<file path="src/rtl/cpu_pkg.sv">
// Shared constants and the IF/ID payload type for the MIPS pipeline.
package cpu_pkg;

  localparam int unsigned WORD_W       = 32;
  localparam int unsigned IMEM_IDX_MSB = 9;
  localparam int unsigned IMEM_IDX_LSB = 2;

  localparam logic [WORD_W-1:0] RESET_PC_DEFAULT = 32'h0040_0000;
  localparam logic [WORD_W-1:0] NOP_WORD         = 32'h0000_0000;

  typedef struct packed {
    logic [WORD_W-1:0] pc;
    logic [WORD_W-1:0] pc4;
    logic [WORD_W-1:0] instr;
    logic              valid;
  } if_id_t;

endpackage

</file>
<file path="src/rtl/if_id_reg.sv">
// IF/ID pipeline register: bubble beats hold, hold beats load.
// The same pattern is reused by the later pipeline registers.
module if_id_reg
  import cpu_pkg::*;
#(
  parameter logic [WORD_W-1:0] NOP_INSTR = NOP_WORD
) (
  input  logic   clk,
  input  logic   reset,
  input  logic   i_bubble,
  input  logic   i_hold,
  input  if_id_t i_d,
  output if_id_t o_q
);

  if_id_t r_q;

  // A bubble keeps pc/pc4 of the squashed slot so it stays visible when debugging.
  always_ff @(posedge clk or posedge reset) begin
    if (reset) begin
      r_q <= '{pc: '0, pc4: '0, instr: NOP_INSTR, valid: 1'b0};
    end else if (i_bubble) begin
      r_q <= '{pc: i_d.pc, pc4: i_d.pc4, instr: NOP_INSTR, valid: 1'b0};
    end else if (!i_hold) begin
      r_q <= i_d;
    end
  end

  assign o_q = r_q;

endmodule

</file>
<file path="src/rtl/if_fetch_stage.sv">
// Instruction-fetch stage: PC register, next-PC mux and IF/ID register.
// Optional IF_FETCH_PERF_EN adds saturating fetch/bubble counters.
module if_fetch_stage
  import cpu_pkg::*;
#(
  parameter logic [WORD_W-1:0] RESET_PC  = RESET_PC_DEFAULT,
  parameter logic [WORD_W-1:0] NOP_INSTR = NOP_WORD
) (
  input  logic        clk,
  input  logic        reset,
  input  logic        stall_i,
  input  logic        flush_i,
  input  logic        redirect_valid_i,
  input  logic [31:0] redirect_pc_i,
  output logic [31:0] imem_addr_o,
  input  logic [31:0] imem_instr_i,
`ifdef IF_FETCH_PERF_EN
  output logic [31:0] perf_fetch_cnt_o,
  output logic [31:0] perf_bubble_cnt_o,
`endif
  output logic [31:0] if_id_pc_o,
  output logic [31:0] if_id_pc4_o,
  output logic [31:0] if_id_instr_o,
  output logic        if_id_valid_o
);

  logic [WORD_W-1:0] r_pc;
  logic [WORD_W-1:0] w_pc4;
  logic [WORD_W-1:0] w_redirect_pc;
  logic              w_bubble;
  if_id_t            w_if_id_d;
  if_id_t            w_if_id_q;

  assign w_pc4         = r_pc + WORD_W'(4);
  assign w_redirect_pc = redirect_pc_i & ~WORD_W'(3);
  assign w_bubble      = redirect_valid_i | flush_i;

  // Redirect overrides stall; sequential fetch wraps modulo 2^32.
  always_ff @(posedge clk or posedge reset) begin
    if (reset) begin
      r_pc <= RESET_PC;
    end else if (redirect_valid_i) begin
      r_pc <= w_redirect_pc;
    end else if (!stall_i) begin
      r_pc <= w_pc4;
    end
  end

  assign imem_addr_o = r_pc;
  assign w_if_id_d   = '{pc: r_pc, pc4: w_pc4, instr: imem_instr_i, valid: 1'b1};

  if_id_reg #(
    .NOP_INSTR(NOP_INSTR)
  ) u_if_id (
    .clk     (clk),
    .reset   (reset),
    .i_bubble(w_bubble),
    .i_hold  (stall_i),
    .i_d     (w_if_id_d),
    .o_q     (w_if_id_q)
  );

  assign if_id_pc_o    = w_if_id_q.pc;
  assign if_id_pc4_o   = w_if_id_q.pc4;
  assign if_id_instr_o = w_if_id_q.instr;
  assign if_id_valid_o = w_if_id_q.valid;

`ifdef IF_FETCH_PERF_EN
  logic [31:0] r_fetch_cnt;
  logic [31:0] r_bubble_cnt;

  // Stall cycles load nothing new, so they count toward neither counter.
  always_ff @(posedge clk or posedge reset) begin
    if (reset) begin
      r_fetch_cnt  <= '0;
      r_bubble_cnt <= '0;
    end else begin
      if (!w_bubble && !stall_i && (r_fetch_cnt != '1)) begin
        r_fetch_cnt <= r_fetch_cnt + 32'd1;
      end
      if (w_bubble && (r_bubble_cnt != '1)) begin
        r_bubble_cnt <= r_bubble_cnt + 32'd1;
      end
    end
  end

  assign perf_fetch_cnt_o  = r_fetch_cnt;
  assign perf_bubble_cnt_o = r_bubble_cnt;
`endif

endmodule

</file>
<file path="config.mk">
export PLATFORM = sky130hd
export DESIGN_NAME = if_fetch_stage
export DESIGN_NICKNAME = d
export VERILOG_FILES = /design/src/rtl/cpu_pkg.sv /design/src/rtl/if_id_reg.sv /design/src/rtl/if_fetch_stage.sv
export SDC_FILE = /design/constraint.sdc
export NUM_CORES = 1
export LEC_CHECK = 0
export ABC_AREA = 1
export CORE_ASPECT_RATIO = 1.75
export CORE_UTILIZATION = 45
export CTS_CLUSTER_DIAMETER = 120
export DETAILED_ROUTE_END_ITERATION = 12
export DONT_BUFFER_PORTS = 1
export PLACE_DENSITY = 0.6
export SLEW_MARGIN = 15
export SYNTH_ARGS = -nofsm -noshare
export SYNTH_HDL_FRONTEND = slang
export SYNTH_SLANG_ARGS = --single-unit
export TNS_END_PERCENT = 50
</file>
<file path="constraint.sdc">
create_clock -name clk -period 3.6 [get_ports clk]
set_input_delay 0.36 -clock clk [delete_from_list [all_inputs] [get_ports clk]]
set_output_delay 0.36 -clock clk [all_outputs]
set_load 0.1 [all_outputs]
</file>
[Word-level counts from Yosys, hierarchy flattened]
Cells that the tools add are included.
Cells by class
  multiplexer cells: 4
  add/sub/neg operators: 1
  shift-type cells: 0
  bitwise gates (word level): 1
  eq/ne operators: 2
  div/mod/pow operators: 0
  $mul: 0
  magnitude comparators: 0
  reduce and logical (&&, ||, !) cells: 0
Operators with widths (number)
  $mux W97: 2
  $mux W32: 2
  $add A32 B3 Y32 const B: 1
  $ne A2 B1 Y1 const B: 2
  $or A1 B1 Y1: 1
Storage, ports and cells
  bits in latches: 0
  ROM bits: 0
  word-level logic and storage cells: 13
  bits in writable memories: 0
  memories kept: 0
  bits of input ports: 69
  register bits after elaboration: 129

[Depth between registers and ports, before layout]
Gate-level depths: netlist of run 1.
  depth after elaboration: 3
  depth in mapped cells: 10

[By module]
Synthesis of run 1 repeated with hierarchy kept, for this count alone.
Unflattened totals
  cell total of the unflattened synthesis: 795
  area total of the unflattened synthesis: 6341.1 µm²
By module, submodules not included
  if_id_reg: times used 1, area an instance 3933.8 µm², cells an instance 426
  if_fetch_stage: times used 1, area an instance 2407.3 µm², cells an instance 369

[Least setup slack after synthesis of run 1]
No wires, ideal clock.
  path type: reg-to-reg
  start: register r_pc[3] (netlist: imem_addr_o[3])
  end: register u_if_id.r_q (netlist bit u_if_id.o_q[59])
  required time: 3.480 ns
  data arrival time: 1.301 ns
  path buffers: 0
  slack: 2.179 ns
  stages on the path, launching flop included: 9
  clock period less this slack: 1.421 ns
  cell sequence: dfrtp_1 ha_1 nand2_1 nor2_4 nand2_4 nor2_4 nand3_1 nand3_1 nand2_1
Between the ends
  longest elaborated chain between the ends: 3
Ends and longest elaborated chain
  start: declaration: RTL line if_fetch_stage.sv:27  | logic [WORD_W-1:0] r_pc;
  start signal: assignment: RTL line if_fetch_stage.sv:43  | r_pc <= w_redirect_pc;
  start signal: assignment: RTL line if_fetch_stage.sv:45  | r_pc <= w_pc4;
  $add A32 B3 Y32 (*): RTL line if_fetch_stage.sv:34  | assign w_pc4 = r_pc + WORD_W'(4);
  $mux W97: RTL line if_id_reg.sv:24  | end else if (!i_hold) begin
  $mux W97 (*): RTL line if_id_reg.sv:22  | end else if (i_bubble) begin
  end signal: assignment: RTL line if_id_reg.sv:21  | r_q <= '{pc: '0, pc4: '0, instr: NOP_INSTR, valid: 1'b0};
  end signal: assignment: RTL line if_id_reg.sv:23  | r_q <= '{pc: i_d.pc, pc4: i_d.pc4, instr: NOP_INSTR, valid: 1'b0};
  end signal: assignment: RTL line if_id_reg.sv:25  | r_q <= i_d;
  end: declaration: RTL line if_id_reg.sv:16  | if_id_t r_q;
Every way passes the cells marked *; elsewhere a longest branch is shown, timed or not. The select of a mux whose other input is x is not followed.
A chain may end at the register's enable or synchronous reset.

[Final worst setup path of run 1]
Ends and elaborated chain as after synthesis.

==> impl_metrics.csv, run 1 <==
group,metric,value,unit
status,status,"finished, violations left",
status,violations,"hold timing",
critical_path,r2r-start,"imem_addr_o[3]",
synthesis,ys_seq_elements,123,
critical_path,rr_worst_depth,9,
timing,setup_viol,0,
cts,clkLatencyLatePin,0.42,ns
timing,clock_skew,0.008948,ns
critical_path,r2r-end,"u_if_id.o_q[59]",
synthesis,async_reset_ff_frac,1.000,
finish,diodes,0,
finish,utilization,0.5254,
floorplanning,rows,55,
critical_path,cp.depth,9,
critical_path,crit_path_max_fanout,6,
global_route,antenna_found_initial,0,
cts,postCtsHoldBufs,0,
synthesis,syn_inst,757,
power,powerDensity,729.6,nW/um^2
critical_path,crit_family,"simple AND/OR/NAND/NOR gates",
timing,rsz0062_at_grt,"false",
finish,instances_no_fill,932,
floorplanning,die_width,89.71,um
synthesis,synthesis.area,6058,sq um
critical_path,crit_slowest_cell,"buf_4",
cts,cts_buffers,17,
routing,via_per_inst,5.104,
timing,fmax,504.1,MHz
routing,avgRoutedWirePerCell,16.77,um
timing,setup_tns,0,ns
critical_path,cp-startpoint,"imem_addr_o[3]",
critical_path,path_class,"reg -> reg",
place,gp_congestion,0.8047,
routing,firstDrtPassIters,4,
place,dp_cells,900,
critical_path,cpPeakStageDelay,0.34,ns
critical_path,worstPathArrival,2.28,ns
timing,max_slew_margin,0.3282,
global_route,grt_pass1_wl,25.34,mm
place,preCtsSetupSlack,1.313,ns
floorplanning,start_util,0.4658,
critical_path,crit_path_end_kind,"flip-flop",
timing,worstMarginPinSlew,1.008,ns
floorplanning,die_area,13950,sq um
floorplanning,core_area,13010,sq um
finish,nets,818,
routing,routed_wl,15.63,mm
cts,clk_pin_slew,0.06,ns
routing,drc,0,
synthesis,synthFlopType,"dfrtp_1",
cts,cts.repair.resized,0,
timing,drv_slew,0,
synthesis,yosysSeqAreaShare,0.5083,
finish,drive_gt1_frac,0.1248,
timing,timing.final.ws_setup,1.616,ns
routing,drt_iter0_drc,209,
global_route,grt_pass1_vias,4904,
synthesis,syn_avg_cell_area,8.003,sq um
floorplanning,io_pins,198,
critical_path,critPathBufInv,1,
critical_path,critPathRequiredTime,3.89,ns
job,maxCapViolations,0,
timing,fin_crit_sh,0.5511,
global_route,grt_overflow_total,0,
place,hpwl,11.33,mm
power,p_leak,3.425,nW
cts,root_buffer,"clkbuf_16",
global_route,grt_use_total,0.2343,
power,vdd_ir_drop_max,316.9,uV
cts,clkSinkCount,123,
routing,vias,4757,
timing,whs,-0.004138,ns
critical_path,crit_chain,"buf_4 -> ha_1 -> nand2_1 -> nor2_4 -> nand2_4 -> nor2_4 -> nand3_1 -> nand3_1 -> nand2_1",
floorplanning,die_h,155.5,um
finish,syn_to_final_growth,12.80,%
cts,h-tree-depth,4,
critical_path,start_kind,"flip-flop",
cts,cts_setup_buffers,0,
timing,fin_crit,1.984,ns
place,numPortBuffers,0,
cts,cts_tree,"yes",
critical_path,r2r_slack,1.62,ns
cts,clockBufferDepth,2,
global_route,grt_max_degree,71,
synthesis,yosys_warnings,0,
synthesis,synth.distinct_cells,27,
synthesis,synth_edf_count,0,
timing,hold_violations,3,
routing,final_antenna_net_count,0,
min_path,worstHoldPathType,"in -> async",
[flip-flops by register name (all words and copies together) (netlist names)]
signal and flops:
u_if_id.o_q 93, imem_addr_o 30
[how the worst max path moves through the flow]
stage | end | slack [ns]
2_1_floorplan | imem_addr_o[10] | 1.73
3_3_place_gp | u_if_id.o_q[61] | 1.32
3_5_place_dp | u_if_id.o_q[61] | 1.31
4_1_cts | u_if_id.o_q[45] | 1.59
5_1_grt | u_if_id.o_q[55] | 1.43
6_report | u_if_id.o_q[59] | 1.62
[cell type report]
type                    count  area [sq um]
multi-input cells         512          2354
well taps                 171         214.0
repair buffers             33         272.8
fillers                  1206          6172
clock inverters            14         242.7
inverters                  61         232.7
clock buffers              18         439.2
flip-flops and latches    123          3079
[where the power goes]
part | leakage, nW | switching (mW) | internal [mW]
Sequential | 1.55 | 0.849 | 1.50
Clock | 0.323 | 0.648 | 1.32
Combinational | 1.55 | 0.534 | 0.137
Total | 3.43 | 2.03 | 2.96
[kinds of logic (layout without fill, tap and decap cells)]
kind of cell / Yosys count / after routing / synth area share
adders and majority gates: 1 / 1 / 0.002065
and+or+nand+nor: 424 / 424 / 0.2990
AOI/OAI and AO/OA: 67 / 67 / 0.06051
DFF: 123 / 123 / 0.5083
xor gates and xnor gates: 14 / 14 / 0.02272
other: 1 / 6 / 0.0006190
buffers and inverters: 127 / 126 / 0.1068
[cell usage after synthesis, types with 3 or more instances]
cell type,instances,share of area
buf_2,10,0.0083
buf_4,42,0.052
clkbuf_1,14,0.0087
dfrtp_1,122,0.50
inv_1,57,0.035
inv_2,3,0.0019
nand2_1,309,0.19
nand2_2,5,0.0052
nand3_1,61,0.050
nor2_1,30,0.019
nor2_4,12,0.022
o211ai_1,6,0.0074
o21ai_0,56,0.046
xor2_1,11,0.016
[worst register-to-register path, delay by kind of cell (launching register included)]
kind,cells,cell delay (ns)
simple gates,7,0.91
buf+inv,1,0.34
flops,1,0.32
fa+ha+maj,1,0.30
[through the flow]
step,instance area [sq um],power (mW)
6_report,6834,4.986
5_1_grt,6834,5.147
4_1_cts,6834,5.028
3_5_place_dp,6152,3.052
3_3_place_gp,6152,3.039
2_1_floorplan,6081,2.942
[cells in the final DEF (no fill, tap or decap)]
| master | instances |
|---|---|
| clkinv_1 | 1 |
| o21bai_1 | 2 |
| o21ai_0 | 56 |
| nand2_2 | 5 |
| clkbuf_8 | 1 |
| xor2_1 | 11 |
| ha_1 | 1 |
| nor2_1 | 29 |
| nand2_4 | 2 |
| dfrtp_1 | 122 |
| clkinvlp_4 | 4 |
| clkinv_2 | 1 |
| dfstp_2 | 1 |
| buf_4 | 31 |
| buf_12 | 2 |
| clkinv_4 | 3 |
| inv_1 | 56 |
| xnor2_1 | 1 |
| nor2_2 | 3 |
| xor2_2 | 2 |
| inv_2 | 3 |
| nor2_8 | 1 |
| bufinv_16 | 6 |
| o211ai_1 | 6 |
| nand3_1 | 61 |
| and2_1 | 2 |
| nand2_1 | 309 |
| conb_1 | 6 |
| o221ai_1 | 1 |
| a22o_1 | 2 |
| nor2_4 | 12 |
| inv_6 | 1 |
| clkbuf_16 | 17 |
[per-layer routing]
metal / global-route usage / wire (um) / vias to the layer above
met5: 0 / 0 / -
met4: 0.1429 / 687 / 0
met3: 0.06207 / 969 / 35
met2: 0.4165 / 8243 / 180
met1: 0.2459 / 5732 / 2249
li1: - / - / 2293
No activity file was read; power rests on OpenSTA's default activity.
==> run 2, diff against run 1 <==
Clock period 3.6 ns to 1.7 ns, I/O delays scaled along.
==> impl_metrics.csv, run 2 (synthesis results as in run 1) <==
group,metric,value,unit
status,status,"complete, no violations",
routing,vias,5430,
routing,avgRoutedWirePerCell,15.93,um
global_route,grt_pass1_wl,28.38,mm
critical_path,critPathRequiredTime,2.00,ns
routing,firstDrtPassIters,5,
routing,drt_iter0_drc,277,
critical_path,critPathBufInv,0,
critical_path,r2r-start,"imem_addr_o[22]",
critical_path,cp-startpoint,"imem_addr_o[22]",
power,p_leak,4.161,nW
routing,drc,0,
timing,max_slew_margin,0.5433,
finish,finalInstanceArea,8137,sq um
floorplanning,die_h,155.5,um
critical_path,path_class,"reg -> reg",
routing,final_antenna_net_count,0,
timing,drv_slew,0,
timing,fin_crit_sh,0.9198,
cts,root_buffer,"clkbuf_16",
cts,clkLatencyLatePin,0.41,ns
global_route,grt_max_degree,124,
place,dp_cells,998,
critical_path,crit_slowest_cell,"dfstp_2",
job,maxCapViolations,0,
timing,hold_violations,0,
critical_path,crit_family,"simple AND/OR/NAND/NOR gates",
global_route,antenna_found_initial,0,
cts,clockBufferDepth,2,
power,powerDensity,1301,nW/um^2
critical_path,crit_path_end_kind,"flip-flop",
power,vdd_ir_drop_max,724.1,uV
critical_path,crit_chain,"nand2_1 -> nor2_1 -> nand2_1 -> nor2_1 -> nand2_1 -> nand2_1 -> nand2_1 -> nand2_1 -> nand2_1",
finish,largest_reg_flops,93,
cts,h-tree-depth,4,
global_route,grt_pass1_vias,5710,
power,fin_total_pwr,10.58,mW
critical_path,cpMostUsedCell,"nand2_1",
min_path,min_from,"redirect_pc_i[18]",
timing,fin_crit,1.564,ns
cts,clkSinkCount,123,
global_route,grt_use_total,0.2624,
finish,syn_to_final_growth,34.30,%
finish,instances_no_fill,1092,
timing,whs,0.008778,ns
cts,clk_pin_slew,0.06,ns
finish,drive_gt1_frac,0.2106,
finish,diodes,0,
timing,setup_viol,0,
timing,rsz0062_at_grt,"false",
floorplanning,start_util,0.4658,
floorplanning,die_area,13950,sq um
finish,layout_common_cells,"nand2_1, buf_4, dfrtp_1",
critical_path,cpPeakStageDelay,0.55,ns
critical_path,worstPathArrival,1.87,ns
min_path,worstHoldPathType,"in -> reg",
routing,routed_wl,17.39,mm
timing,worstMarginPinSlew,0.6851,ns
place,place_area,6900,sq um
place,gp_congestion,0.8465,
critical_path,start_kind,"flip-flop",
floorplanning,io_pins,198,
finish,nets,978,
global_route,grt_overflow_total,0,
timing,clock_skew,0.007917,ns
floorplanning,core_area,13010,sq um
timing,fmax,639.5,MHz
routing,via_per_inst,4.973,
floorplanning,rows,55,
critical_path,crit_path_max_fanout,3,
place,numPortBuffers,0,
timing,setup_tns,0,ns
cts,cts_buffers,17,
finish,final_common_cell,"nand2_1",
floorplanning,die_width,89.71,um
place,hpwl,11.83,mm
cts,cts_tree,"yes",
[run 2: changes by cell type in the layout (fill, tap and decap cells not counted), moves of 2 or more]
cell           previous run  this run
buf_12                    2         4
buf_4                    31       128
bufinv_16                 6         3
clkinv_2                  1         5
clkinv_4                  3         1
dlygate4sd3_1             0        61
[run 2: power breakdown]
part           internal, mW  switching, mW
sequential             3.21          0.173
clock                  2.37           1.31
combinational         0.658           2.87
total                  6.24           4.34
[run 2: worst register-to-register path, delay by kind of cell (launching register included)]
kind | cells | cell delay [ns]
AND/OR/NAND/NOR | 9 | 0.91
flip-flops | 1 | 0.55
[run 2: final timing paths]
| kind | cells past startpoint | endpoint | slack, ns |
|---|---|---|---|
| max | 9 | u_if_id.o_q[64] | 0.14 |
| min | 4 | imem_addr_o[18] | 0.009 |
| max reg2reg | 9 | u_if_id.o_q[64] | 0.14 |
| min reg2reg | 2 | u_if_id.o_q[71] | 0.48 |
| max in group asynchronous | 3 | u_if_id.o_q[0] | 0.77 |
| min in group asynchronous | 3 | u_if_id.o_q[68] | 0.39 |
[run 2: through the flow]
| stage | setup WS, ns | utilization |
|---|---|---|
| after floorplan | 0.01951 | - |
| after global placement | 0.1778 | 0.5305 |
| after detailed placement | 0.1684 | 0.5305 |
| after CTS | 0.1448 | 0.6254 |
| after global routing | 0.005496 | 0.6256 |
| final | 0.1363 | 0.6256 |
[run 2: area by class of cell]
class,instances,area [sq um]
sequential,123,3079
tap,171,214.0
multi-input combinational,512,2356
clock inverter,12,146.4
inverter,61,232.7
timing repair buffer,193,1652
clock buffer,20,456.7
fill,1117,4870
[run 2: repair_timing]
action / 4_1_cts / 5_1_grt
resized for setup: 0 / 1
hold endpoints to repair: 179 / 0
setup endpoints to repair: 0 / 1
hold buffers: 62 / 0
setup buffers: 0 / 0
[run 2: routing by layer]
metal | vias to the layer above | global-route usage | part of all wire
li1 | 2611 | - | -
met1 | 2564 | 0.2751 | 0.37
met2 | 200 | 0.4733 | 0.52
met3 | 55 | 0.06061 | 0.054
met4 | 0 | 0.1608 | 0.052
met5 | - | 0 | 0
==> run 3, diff against run 2 <==
Settings changed: TNS_END_PERCENT 50 to default.
==> results of run 3 <==
Same layout as run 2: the final DEF is identical, and so are final timing and power.
